[config.mk]
export PLATFORM = sky130hd
export DESIGN_NAME = lkup_rsp_merge_flat
export DESIGN_NICKNAME = d
export VERILOG_FILES = /design/src/rtl/ptp_bridge_pkg.sv /design/src/rtl/lkup_rsp_merge_if.sv /design/src/rtl/lkup_rsp_skid2.sv /design/src/rtl/lkup_rsp_merge.sv /design/src/flat_wrapper.sv
export SDC_FILE = /design/constraint.sdc
export NUM_CORES = 1
export LEC_CHECK = 0
export CORE_MARGIN = 2
export CORE_UTILIZATION = 40
export DETAILED_ROUTE_END_ITERATION = 7
export PLACE_DENSITY_LB_ADDON = 0.08
export SYNTH_ARGS = -nofsm -noshare
export SYNTH_HDL_FRONTEND = slang
export SYNTH_SLANG_ARGS = --single-unit
[constraint.sdc]
create_clock -name clk -period 3.62 [get_ports clk]
set_clock_uncertainty 0.15 [all_clocks]
set_input_delay 1.086 -clock clk [delete_from_list [all_inputs] [get_ports clk]]
set_output_delay 1.086 -clock clk [all_outputs]
set_load 0.03 [all_outputs]
[src/rtl/ptp_bridge_pkg.sv]
`default_nettype none
// ============================================================================
// Module  : ptp_bridge_pkg
// Purpose : Shared types for the PTP bridge lookup path. Holds the TCAM result
//           and segment-info records, the merge skid-buffer state encoding and
//           the hit/miss result selection helper.
// Rev     : 1.0  initial release
// ============================================================================
package ptp_bridge_pkg;

  typedef struct packed {
    logic [3:0] action;
    logic [3:0] queue_id;
  } TCAM_RESULT_S;

  typedef struct packed {
    logic       sop;
    logic       eop;
    logic [5:0] seg_len;
  } SEGMENT_INFO_S;

  typedef enum logic [1:0] {
    EMPTY = 2'd0,
    ONE   = 2'd1,
    TWO   = 2'd2
  } LKUP_MERGE_STATE_E;

  // A miss carries no usable TCAM data, so the configured default stands in.
  function automatic TCAM_RESULT_S merge_result(input logic         found,
                                                input TCAM_RESULT_S hit,
                                                input TCAM_RESULT_S dflt);
    return found ? hit : dflt;
  endfunction

endpackage
`default_nettype wire

[src/rtl/lkup_rsp_merge_if.sv]
`default_nettype none
// ============================================================================
// Module  : lkup_rsp_merge_if
// Purpose : Egress AXI-Stream bundle of the lookup response merger.
// Ports   : o_tvalid/o_tready handshake; o_tuser_* merged sideband.
//           master = merger side, slave = downstream consumer.
// Rev     : 1.0  initial release
// ============================================================================
interface lkup_rsp_merge_if
  import ptp_bridge_pkg::*;
#(
  parameter int USERMETADATA_WIDTH = 1
) ();

  logic                          o_tvalid;
  logic                          o_tready;
  TCAM_RESULT_S                  o_tuser_result;
  logic                          o_tuser_found;
  logic [USERMETADATA_WIDTH-1:0] o_tuser_usermetadata;
  SEGMENT_INFO_S                 o_tuser_segment_info;

  modport master (
    output o_tvalid, o_tuser_result, o_tuser_found,
           o_tuser_usermetadata, o_tuser_segment_info,
    input  o_tready
  );

  modport slave (
    input  o_tvalid, o_tuser_result, o_tuser_found,
           o_tuser_usermetadata, o_tuser_segment_info,
    output o_tready
  );

endinterface
`default_nettype wire

[src/rtl/lkup_rsp_skid2.sv]
`default_nettype none
// ============================================================================
// Module  : lkup_rsp_skid2
// Purpose : Two-entry output skid buffer. Entry 0 (head) drives the output,
//           entry 1 (tail) absorbs one extra push while the head is stalled.
// Ports   : push/push_data in; ready in; valid/data out; pop out (handshake
//           taken this cycle); state out (occupancy, used for space look-ahead).
// Rev     : 1.0  initial release
// ============================================================================
module lkup_rsp_skid2
  import ptp_bridge_pkg::*;
#(
  parameter int WIDTH = 8
) (
  input  logic              clk,
  input  logic              rst_n,
  input  logic              push,
  input  logic [WIDTH-1:0]  push_data,
  input  logic              ready,
  output logic              valid,
  output logic              pop,
  output logic [WIDTH-1:0]  data,
  output LKUP_MERGE_STATE_E state
);

  LKUP_MERGE_STATE_E state_q, state_d;
  logic [WIDTH-1:0]  head_q, head_d;
  logic [WIDTH-1:0]  tail_q, tail_d;

  // State register
  always_ff @(posedge clk or negedge rst_n) begin
    if (!rst_n) state_q <= EMPTY;
    else        state_q <= state_d;
  end

  // Payload storage is intentionally unreset; it is don't-care while empty.
  always_ff @(posedge clk) begin
    head_q <= head_d;
    tail_q <= tail_d;
  end

  // Next-state and payload movement. A push in TWO cannot happen because the
  // merger withholds buffer space, so it is simply ignored there.
  always_comb begin
    state_d = state_q;
    head_d  = head_q;
    tail_d  = tail_q;
    unique case (state_q)
      EMPTY: begin
        if (push) begin
          head_d  = push_data;
          state_d = ONE;
        end
      end
      ONE: begin
        if (push && !pop) begin
          tail_d  = push_data;
          state_d = TWO;
        end else if (push && pop) begin
          head_d  = push_data;
        end else if (pop) begin
          state_d = EMPTY;
        end
      end
      TWO: begin
        if (pop) begin
          head_d  = tail_q;
          state_d = ONE;
        end
      end
      default: state_d = EMPTY;
    endcase
  end

  // Outputs
  always_comb begin
    valid = (state_q != EMPTY);
    pop   = valid & ready;
    data  = head_q;
    state = state_q;
  end

endmodule
`default_nettype wire

[src/rtl/lkup_rsp_merge.sv]
`default_nettype none
// ============================================================================
// Module  : lkup_rsp_merge
// Purpose : Joins each TCAM response with its per-packet metadata, substitutes
//           the default result on a miss, and presents the merged record on an
//           AXI-Stream egress through a 2-entry skid buffer. A watchdog flags
//           responses that sit without matching metadata.
// Ports   : clk, rst_n (async, active-low)
//           rsp_fifo_*/tcam_rsp_* : show-ahead TCAM response FIFO
//           meta_fifo_*/meta_*    : show-ahead metadata FIFO
//           cfg_default_result    : result used on a miss
//           o_axis                : egress stream (lkup_rsp_merge_if.master)
//           err_orphan_rsp        : sticky orphan-response error
//           stat_hit_cnt/stat_miss_cnt : only with LKUP_RSP_MERGE_STATS_EN
// Config  : `define LKUP_RSP_MERGE_STATS_EN adds saturating hit/miss counters.
// Rev     : 1.0  initial release
// ============================================================================
module lkup_rsp_merge
  import ptp_bridge_pkg::*;
#(
  parameter int USERMETADATA_WIDTH = 1,
  parameter int WDOG_WIDTH         = 8
) (
  input  logic                          clk,
  input  logic                          rst_n,
  input  logic                          rsp_fifo_empty,
  input  TCAM_RESULT_S                  tcam_rsp_result,
  input  logic                          tcam_rsp_found,
  output logic                          rsp_fifo_rd,
  input  logic                          meta_fifo_empty,
  input  logic [USERMETADATA_WIDTH-1:0] meta_usermetadata,
  input  SEGMENT_INFO_S                 meta_segment_info,
  output logic                          meta_fifo_rd,
  input  TCAM_RESULT_S                  cfg_default_result,
  lkup_rsp_merge_if.master              o_axis,
  output logic                          err_orphan_rsp
`ifdef LKUP_RSP_MERGE_STATS_EN
  ,
  output logic [31:0]                   stat_hit_cnt,
  output logic [31:0]                   stat_miss_cnt
`endif
);

  localparam int PAYLOAD_W = $bits(TCAM_RESULT_S) + 1 + USERMETADATA_WIDTH
                           + $bits(SEGMENT_INFO_S);
  localparam logic [WDOG_WIDTH-1:0] WDOG_MAX = '1;

  logic                  space_q, space_d;
  logic [WDOG_WIDTH-1:0] wdog_q, wdog_d;
  logic                  err_q, err_d;
  logic                  join_en;
  logic                  skid_pop;
  LKUP_MERGE_STATE_E     skid_state;
  logic [PAYLOAD_W-1:0]  payload;
  logic [PAYLOAD_W-1:0]  skid_data;

  // space_q resets low, so the earliest join is the second cycle after reset.
  assign join_en      = !rsp_fifo_empty & !meta_fifo_empty & space_q;
  assign rsp_fifo_rd  = join_en;
  assign meta_fifo_rd = join_en;

  assign payload = {merge_result(tcam_rsp_found, tcam_rsp_result, cfg_default_result),
                    tcam_rsp_found, meta_usermetadata, meta_segment_info};

  always_comb begin
    // Registered look-ahead: deny space next cycle whenever the buffer is, or
    // is about to become, full. Leaving TWO costs one bubble, never an overflow.
    space_d = (skid_state != TWO) & !((skid_state == ONE) & join_en & !skid_pop);

    if (!rsp_fifo_empty && meta_fifo_empty)
      wdog_d = (wdog_q == WDOG_MAX) ? wdog_q : wdog_q + 1'b1;
    else
      wdog_d = '0;

    err_d = err_q | (wdog_d == WDOG_MAX);
  end

  always_ff @(posedge clk or negedge rst_n) begin
    if (!rst_n) begin
      space_q <= 1'b0;
      wdog_q  <= '0;
      err_q   <= 1'b0;
    end else begin
      space_q <= space_d;
      wdog_q  <= wdog_d;
      err_q   <= err_d;
    end
  end

  assign err_orphan_rsp = err_q;

  lkup_rsp_skid2 #(
    .WIDTH (PAYLOAD_W)
  ) u_skid (
    .clk       (clk),
    .rst_n     (rst_n),
    .push      (join_en),
    .push_data (payload),
    .ready     (o_axis.o_tready),
    .valid     (o_axis.o_tvalid),
    .pop       (skid_pop),
    .data      (skid_data),
    .state     (skid_state)
  );

  assign {o_axis.o_tuser_result, o_axis.o_tuser_found,
          o_axis.o_tuser_usermetadata, o_axis.o_tuser_segment_info} = skid_data;

`ifdef LKUP_RSP_MERGE_STATS_EN
  logic [31:0] hit_cnt_q, hit_cnt_d;
  logic [31:0] miss_cnt_q, miss_cnt_d;

  always_comb begin
    hit_cnt_d  = hit_cnt_q;
    miss_cnt_d = miss_cnt_q;
    if (join_en && tcam_rsp_found && (hit_cnt_q != '1))
      hit_cnt_d = hit_cnt_q + 32'd1;
    if (join_en && !tcam_rsp_found && (miss_cnt_q != '1))
      miss_cnt_d = miss_cnt_q + 32'd1;
  end

  always_ff @(posedge clk or negedge rst_n) begin
    if (!rst_n) begin
      hit_cnt_q  <= '0;
      miss_cnt_q <= '0;
    end else begin
      hit_cnt_q  <= hit_cnt_d;
      miss_cnt_q <= miss_cnt_d;
    end
  end

  assign stat_hit_cnt  = hit_cnt_q;
  assign stat_miss_cnt = miss_cnt_q;
`endif

endmodule
`default_nettype wire

[src/flat_wrapper.sv]
// flat-port wrapper written by rule: the top's interface ports become plain ports
module lkup_rsp_merge_flat import ptp_bridge_pkg::*;
#(
  parameter int USERMETADATA_WIDTH = 1,
  parameter int WDOG_WIDTH         = 8
)
  (clk, rst_n, rsp_fifo_empty, tcam_rsp_result, tcam_rsp_found, rsp_fifo_rd, meta_fifo_empty, meta_usermetadata, meta_segment_info, meta_fifo_rd, cfg_default_result, err_orphan_rsp, o_axis_o_tvalid, o_axis_o_tuser_result, o_axis_o_tuser_found, o_axis_o_tuser_usermetadata, o_axis_o_tuser_segment_info, o_axis_o_tready);
  lkup_rsp_merge_if #(.USERMETADATA_WIDTH(USERMETADATA_WIDTH)) o_axis_i ();
  input  logic clk;
  input  logic rst_n;
  input  logic rsp_fifo_empty;
  input  TCAM_RESULT_S tcam_rsp_result;
  input  logic tcam_rsp_found;
  output logic rsp_fifo_rd;
  input  logic meta_fifo_empty;
  input  logic [USERMETADATA_WIDTH-1:0] meta_usermetadata;
  input  SEGMENT_INFO_S meta_segment_info;
  output logic meta_fifo_rd;
  input  TCAM_RESULT_S cfg_default_result;
  output logic err_orphan_rsp;
  output wire logic [$bits(o_axis_i.o_tvalid)-1:0] o_axis_o_tvalid;
  output wire logic [$bits(o_axis_i.o_tuser_result)-1:0] o_axis_o_tuser_result;
  output wire logic [$bits(o_axis_i.o_tuser_found)-1:0] o_axis_o_tuser_found;
  output wire logic [$bits(o_axis_i.o_tuser_usermetadata)-1:0] o_axis_o_tuser_usermetadata;
  output wire logic [$bits(o_axis_i.o_tuser_segment_info)-1:0] o_axis_o_tuser_segment_info;
  input wire logic [$bits(o_axis_i.o_tready)-1:0] o_axis_o_tready;
  assign o_axis_o_tvalid = o_axis_i.o_tvalid;
  assign o_axis_o_tuser_result = o_axis_i.o_tuser_result;
  assign o_axis_o_tuser_found = o_axis_i.o_tuser_found;
  assign o_axis_o_tuser_usermetadata = o_axis_i.o_tuser_usermetadata;
  assign o_axis_o_tuser_segment_info = o_axis_i.o_tuser_segment_info;
  assign o_axis_i.o_tready = o_axis_o_tready;
  lkup_rsp_merge #(.USERMETADATA_WIDTH(USERMETADATA_WIDTH), .WDOG_WIDTH(WDOG_WIDTH)) u_core (.clk(clk), .rst_n(rst_n), .rsp_fifo_empty(rsp_fifo_empty), .tcam_rsp_result(tcam_rsp_result), .tcam_rsp_found(tcam_rsp_found), .rsp_fifo_rd(rsp_fifo_rd), .meta_fifo_empty(meta_fifo_empty), .meta_usermetadata(meta_usermetadata), .meta_segment_info(meta_segment_info), .meta_fifo_rd(meta_fifo_rd), .cfg_default_result(cfg_default_result), .o_axis(o_axis_i), .err_orphan_rsp(err_orphan_rsp));
endmodule
==> summary.txt, run 1 <==
Detailed routing
  – DR DRC count: 0
  – Pre-Repair DR Iteration Count: 6
  – Via-per-instance ratio: about 5.0
  – DR vias: 1325
  – Antenna-violating nets left: 0
  – Initial drt markers: 54
  – WL/cell: around 15 um
  – Post-Route WL: 3830 um

Synth
  – Syn_nets: between 150 and 200
  – Avg Cell Area, Syn: 15.4 um^2
  – Sequential fraction of the synthesis area: 0.669
  – Synth Area in Compound Gates: 0.0448
  – Synth Area in Simple Gates: 0.0976
  – Synth unique cells: 34
  – Mapped Area: a little over 2000 um^2
  – Async S/R FF share, synth: 0.250
  – Main combinational cell family by area after synthesis: multiplexers
  – Mapped Cells: roughly 130
  – Post-synthesis mux area share: 0.154
  – Xor and xnor area share after synthesis: 0.0127
  – Post-Synth Adder-Cell Area: 0.00606
  – Yosys warning count: 0
  – EDFF count, synth: 36
  – Post-synth top flop: edfxtp_1
  – Synthesized flop and latch total: 48

Floorplan
  – Width of the die: about 76 um
  – Die area: 5750 um^2
  – IO Pins: 53
  – Row count: 26
  – Initial Util: 0.409
  – CORE AREA: 5040 um^2
  – Die H: roughly 76 um

Worst setup path
  – Crit path arrival time: ~2 ns
  – Maximum fanout along the worst path: 3
  – CP Capture Type: primary output
  – Worst setup SP type: primary input
  – CP Class: in -> out
  – CP required: approximately 2.4 ns

Clocking
  – Clock Path Buffers: 2
  – Clock Sinks: 48
  – CTS clk-pin slew, worst paths: around 0.080 ns
  – Setup Buffers After CTS: 0
  – CTS tree: done
  – Num CTS Buffers: 5
  – Hold-fix buffers at CTS: 0
  – CTS resizes: 0
  – Clock root buffer: clkbuf_8
  – Worst skew pair latency: slightly below 0.3 ns
  – # H-tree levels: 2

Run status
  – Outcome: completed

Layout
  – Fillers: about 420
  – Share of cells above drive strength 1: 0.249
  – Layout Nets: roughly 220
  – Antenna diode count: 0
  – Final core occ: 0.546
  – Layout Area Growth over Synthesis: 33.5%

Place
  – PortBufs: 52
  – Gpl congestion: about 0.89
  – Hpwl dp: roughly 2700 um

Power
  – Net switching power: 0.000246 W
  – Power per cell area: 394 nW/um^2
  – Sequential Power Share: 0.580
  – Combinational group share of total power: 0.149
  – Clock power frac: 0.272
  – LEAKAGE: approximately 0.99 nW
  – Net Sw Frac: 0.227
  – Pint: between 0.0008 and 0.0009 W
  – Max VDD drop: around 210 uV

STA
  – Final setup vio count: 0
  – Pins Over Slew Limit: 0
  – Worst-margin pin slew: about 0.92 ns
  – Fin crit share: 0.894
  – Fin crit period: approximately 3.2 ns
  – Fin. Hold Viols: 0
  – Post-route setup TNS: 0 ns
  – Hold slack: roughly 0.32 ns
  – Rel. slew slack: 0.389
  – RSZ-0062 raised after global routing: no
  – Max Clk Rate: just over 300 MHz

Run
  – Max-cap violations: 0

Global routing
  – Number of global-route vias before repair: approximately 1300
  – Largest net degree at the start of global routing: 20
  – Total gr overflow: 0
  – First-pass GRT wire length: 5990 um
  – GR Util All Layers: 0.141
  – Initial antenna violation count: 0

Worst hold path
  – Min-Delay Path Class: reg -> reg
## path summary, 6_finish.rpt
kind	slack [ns]	end	depth (start not counted)	start
setup / recovery	0.38	meta_fifo_rd	3	rsp_fifo_empty
hold / removal	0.32	u_core.err_orphan_rsp	1	u_core.err_orphan_rsp
setup reg to reg	1.64	u_core.u_skid.data[10]	2	u_core.u_skid.state[1]
min in group asynchronous	1.01	u_core.wdog_q[7]	1	rst_n
max in group asynchronous	1.93	u_core.wdog_q[0]	1	rst_n
hold reg to reg	0.32	u_core.err_orphan_rsp	1	u_core.err_orphan_rsp
## state kept, by name, summed over array words and instances, names as in the netlist
name,flops
u_core.u_skid.state,2
u_core.err_orphan_rsp,1
u_core.u_skid.data,18
u_core.wdog_q,8
u_core.space_q,1
u_core.u_skid.tail_q,18
## worst max-delay path, cell delays in order
cell and delay [ns]:
clkdlybuf4s50_1 0.44, nor3b_2 0.27, buf_4 0.20
## synthesized netlist by cell type, types with 2 or more instances
| master | instances | area [um^2] |
|---|---|---|
| a21oi_1 | 7 | 35.0 |
| nor2_1 | 4 | 15.0 |
| nand4_1 | 2 | 12.5 |
| xnor2_1 | 2 | 17.5 |
| dfrtp_1 | 12 | 300 |
| a31oi_1 | 2 | 12.5 |
| nand2_1 | 4 | 15.0 |
| edfxtp_1 | 36 | 1080 |
| inv_1 | 2 | 7.51 |
| and2_1 | 2 | 12.5 |
| nand2b_1 | 3 | 18.8 |
| buf_4 | 2 | 15.0 |
| o21ai_0 | 4 | 20.0 |
| nand3b_1 | 2 | 15.0 |
| mux2_2 | 26 | 293 |
| buf_2 | 2 | 10.0 |
| nand3_1 | 5 | 25.0 |
## metal layers
| layer | part of all wire | track usage | vias up | routed length (um) |
|---|---|---|---|---|
| met5 | 0 | 0 | - | 0 |
| met4 | 0.013 | 0.0663 | 0 | 48 |
| met3 | 0.055 | 0.0423 | 6 | 210 |
| met2 | 0.49 | 0.216 | 38 | 1860 |
| met1 | 0.45 | 0.186 | 654 | 1710 |
| li1 | - | - | 627 | - |
## through the flow
stage	worst slack [ns]	power (W)	instances	instance area (um^2)
after floorplan	0.405	0.000723	134	2070
after global placement	0.409	0.000799	255	2670
after detailed placement	0.386	0.000804	255	2670
after CTS	0.372	0.00110	263	2760
after global routing	0.324	0.00113	263	2760
final	0.383	0.00109	263	2760
## power by group through the flow
stage                     logic (W)  registers (W)  clock network (W)
after global routing       0.000173       0.000633           0.000328
after floorplan           0.0000569       0.000667                  0
after global placement     0.000159       0.000640                  0
after CTS                  0.000163       0.000630           0.000310
after detailed placement   0.000162       0.000642                  0
final                      0.000161       0.000630           0.000295
## cells in the final DEF, fill, tap and decap left out, types with 2 or more instances in the layout
cell	count
clkbuf_8	5
nor2_1	4
o21ai_0	3
clkdlybuf4s50_1	50
nand3b_1	2
xnor2_1	2
inv_1	2
mux2_2	26
a31oi_1	2
and2_1	2
nand3_1	5
nand2b_1	3
clkbuf_1	2
edfxtp_1	36
dfrtp_1	12
nor3b_2	2
nand4_1	2
nand2_1	4
buf_4	5
a21oi_1	7
## cell type report
| class | instances | area [um^2] | area share |
|---|---|---|---|
| inverter | 2 | 7.51 | 0.00272 |
| sequential | 48 | 1380 | 0.501 |
| clock buffer | 7 | 76.3 | 0.0277 |
| multi-input combinational | 80 | 659 | 0.239 |
| timing repair buffer | 55 | 538 | 0.195 |
| tap | 70 | 87.6 | 0.0318 |
| clock inverter | 1 | 5.00 | 0.00182 |
## logic make-up after synthesis
kind of cell / Yosys count
AND/OR/NAND/NOR: 32
AO/OA/AOI/OAI: 16
flip-flops: 48
buffers and inverters: 6
XOR/XNOR: 3
multiplexers: 28
adder cells (fa/ha/maj): 1
(Power assumes the default switching activity.)
==> run 2, diff against run 1 <==
- CORE_MARGIN: 2 -> unset
==> summary.txt, run 2 (synthesis results as in run 1) <==
Run status
  – Outcome: completed

Floorplan
  – CORE AREA: slightly below 5000 um^2
  – Die H: about 74 um
  – Width of the die: between 70 and 80 um
  – Initial Util: 0.426
  – IO Pins: 53
  – Die area: between 5000 and 6000 um^2
  – Row count: 25

Clocking
  – Num CTS Buffers: 5
  – Setup Buffers After CTS: 0
  – Worst skew pair latency: 0.29 ns
  – Hold-fix buffers at CTS: 0
  – Clock Path Buffers: 2
  – CTS clk-pin slew, worst paths: 0.08 ns
  – CTS resizes: 0
  – Clock Sinks: 48
  – CTS tree: done
  – Clock root buffer: clkbuf_8
  – # H-tree levels: 2

Worst setup path
  – Crit path arrival time: about 2.2 ns
  – CP required: around 2.4 ns
  – Maximum fanout along the worst path: 7
  – CP Class: in -> out
  – CP Capture Type: primary output
  – Worst setup SP type: primary input

Power
  – Combinational group share of total power: 0.141
  – Net switching power: roughly 0.00025 W
  – Pint: 0.000877 W
  – Max VDD drop: roughly 230 uV
  – Sequential Power Share: 0.560
  – Power per cell area: roughly 410 nW/um^2
  – LEAKAGE: roughly 0.99 nW
  – Clock power frac: 0.298
  – Net Sw Frac: 0.218

STA
  – Rel. slew slack: 0.359
  – Fin crit period: 3.39 ns
  – Fin crit share: 0.936
  – Final setup vio count: 0
  – Max Clk Rate: 295 MHz
  – RSZ-0062 raised after global routing: no
  – Post-route setup TNS: 0 ns
  – Pins Over Slew Limit: 0
  – Worst-margin pin slew: around 0.96 ns
  – Fin. Hold Viols: 0

Detailed routing
  – Pre-Repair DR Iteration Count: 4
  – Via-per-instance ratio: approximately 5
  – Initial drt markers: 85
  – Post-Route WL: 3720 um
  – WL/cell: about 14 um
  – DR DRC count: 0
  – Antenna-violating nets left: 0
  – DR vias: 1300

Place
  – PortBufs: 52
  – Placed cells: 251
  – Gpl congestion: ~0.9
  – Hpwl dp: roughly 2600 um

Global routing
  – Number of global-route vias before repair: about 1200
  – Total gr overflow: 0
  – Largest net degree at the start of global routing: 20
  – GR Util All Layers: 0.150
  – First-pass GRT wire length: slightly below 6000 um
  – Initial antenna violation count: 0

Layout
  – Antenna diode count: 0
  – Layout Nets: about 220
  – Final core occ: 0.570
  – Post-Layout Cell Count: about 260
  – Share of cells above drive strength 1: 0.250
  – Layout Area Growth over Synthesis: 33.8%
  – Most common cell after layout, fill and taps aside: clkdlybuf4s50_1
  – Fillers: around 400
  – Multi-input logic area: roughly 660 um^2
  – FF+latch area: roughly 1400 um^2
  – Commonest non-fill, non-tap cells in the layout: 50 x clkdlybuf4s50_1, 36 x edfxtp_1, 26 x mux2_2, 12 x dfrtp_1

Run
  – Max-cap violations: 0

Worst hold path
  – Min-Delay Path Class: reg -> reg
[run 2: cell count changes in the layout (fill, tap and decap cells not counted), sizes merged]
cell,change
clkbuf,+1
buf,-1
clkinv,-1
[run 2: path summary, 6_finish.rpt]
check | from | endpoint | slack, ns | cells after the start
setup / recovery | rsp_fifo_empty | meta_fifo_rd | 0.23 | 3
hold reg to reg | u_core.err_orphan_rsp | u_core.err_orphan_rsp | 0.34 | 1
hold / removal | u_core.err_orphan_rsp | u_core.err_orphan_rsp | 0.34 | 1
setup reg to reg | u_core.u_skid.state[1] | u_core.u_skid.data[14] | 1.60 | 2
max in group asynchronous | rst_n | u_core.u_skid.state[0] | 1.97 | 1
min in group asynchronous | rst_n | u_core.wdog_q[6] | 0.99 | 1
[run 2: routing by layer]
metal  share of wire  vias to the layer above  GRT usage
met4           0.012                        0     0.0577
met1            0.44                      635      0.190
met3           0.063                        4     0.0480
li1                -                      620          -
met2            0.49                       41      0.239
met5               0                        -          0
[run 2: power groups by stage]
stage	Clock [W]	Sequential [W]	Combinational, W
after global routing	0.000377	0.000631	0.000170
after global placement	0	0.000640	0.000157
after floorplan	0	0.000667	0.0000569
after CTS	0.000348	0.000629	0.000162
after detailed placement	0	0.000642	0.000161
final	0.000335	0.000629	0.000159
[run 2: layout make-up]
class / instances / share of cell area
flip-flops and latches: 48 / 0.500
well taps: 67 / 0.0303
repair buffers: 54 / 0.192
inverters: 2 / 0.00272
multi-input cells: 80 / 0.239
clock buffers: 8 / 0.0362
[run 2: metrics by stage]
stage / setup slack [ns] / instance area [um^2] / hold slack, ns / total power [W]
3_3_place_gp: 0.250 / 2660 / 0.312 / 0.000798
5_1_grt: 0.142 / 2760 / 0.393 / 0.00118
2_1_floorplan: 0.405 / 2070 / 0.328 / 0.000723
3_5_place_dp: 0.223 / 2660 / 0.315 / 0.000803
4_1_cts: 0.223 / 2760 / 0.343 / 0.00114
6_report: 0.232 / 2760 / 0.341 / 0.00112
[run 2: critical path: stages]
cell and delay (ns):
clkdlybuf4s50_1 0.45, nor3b_2 0.38, buf_4 0.23
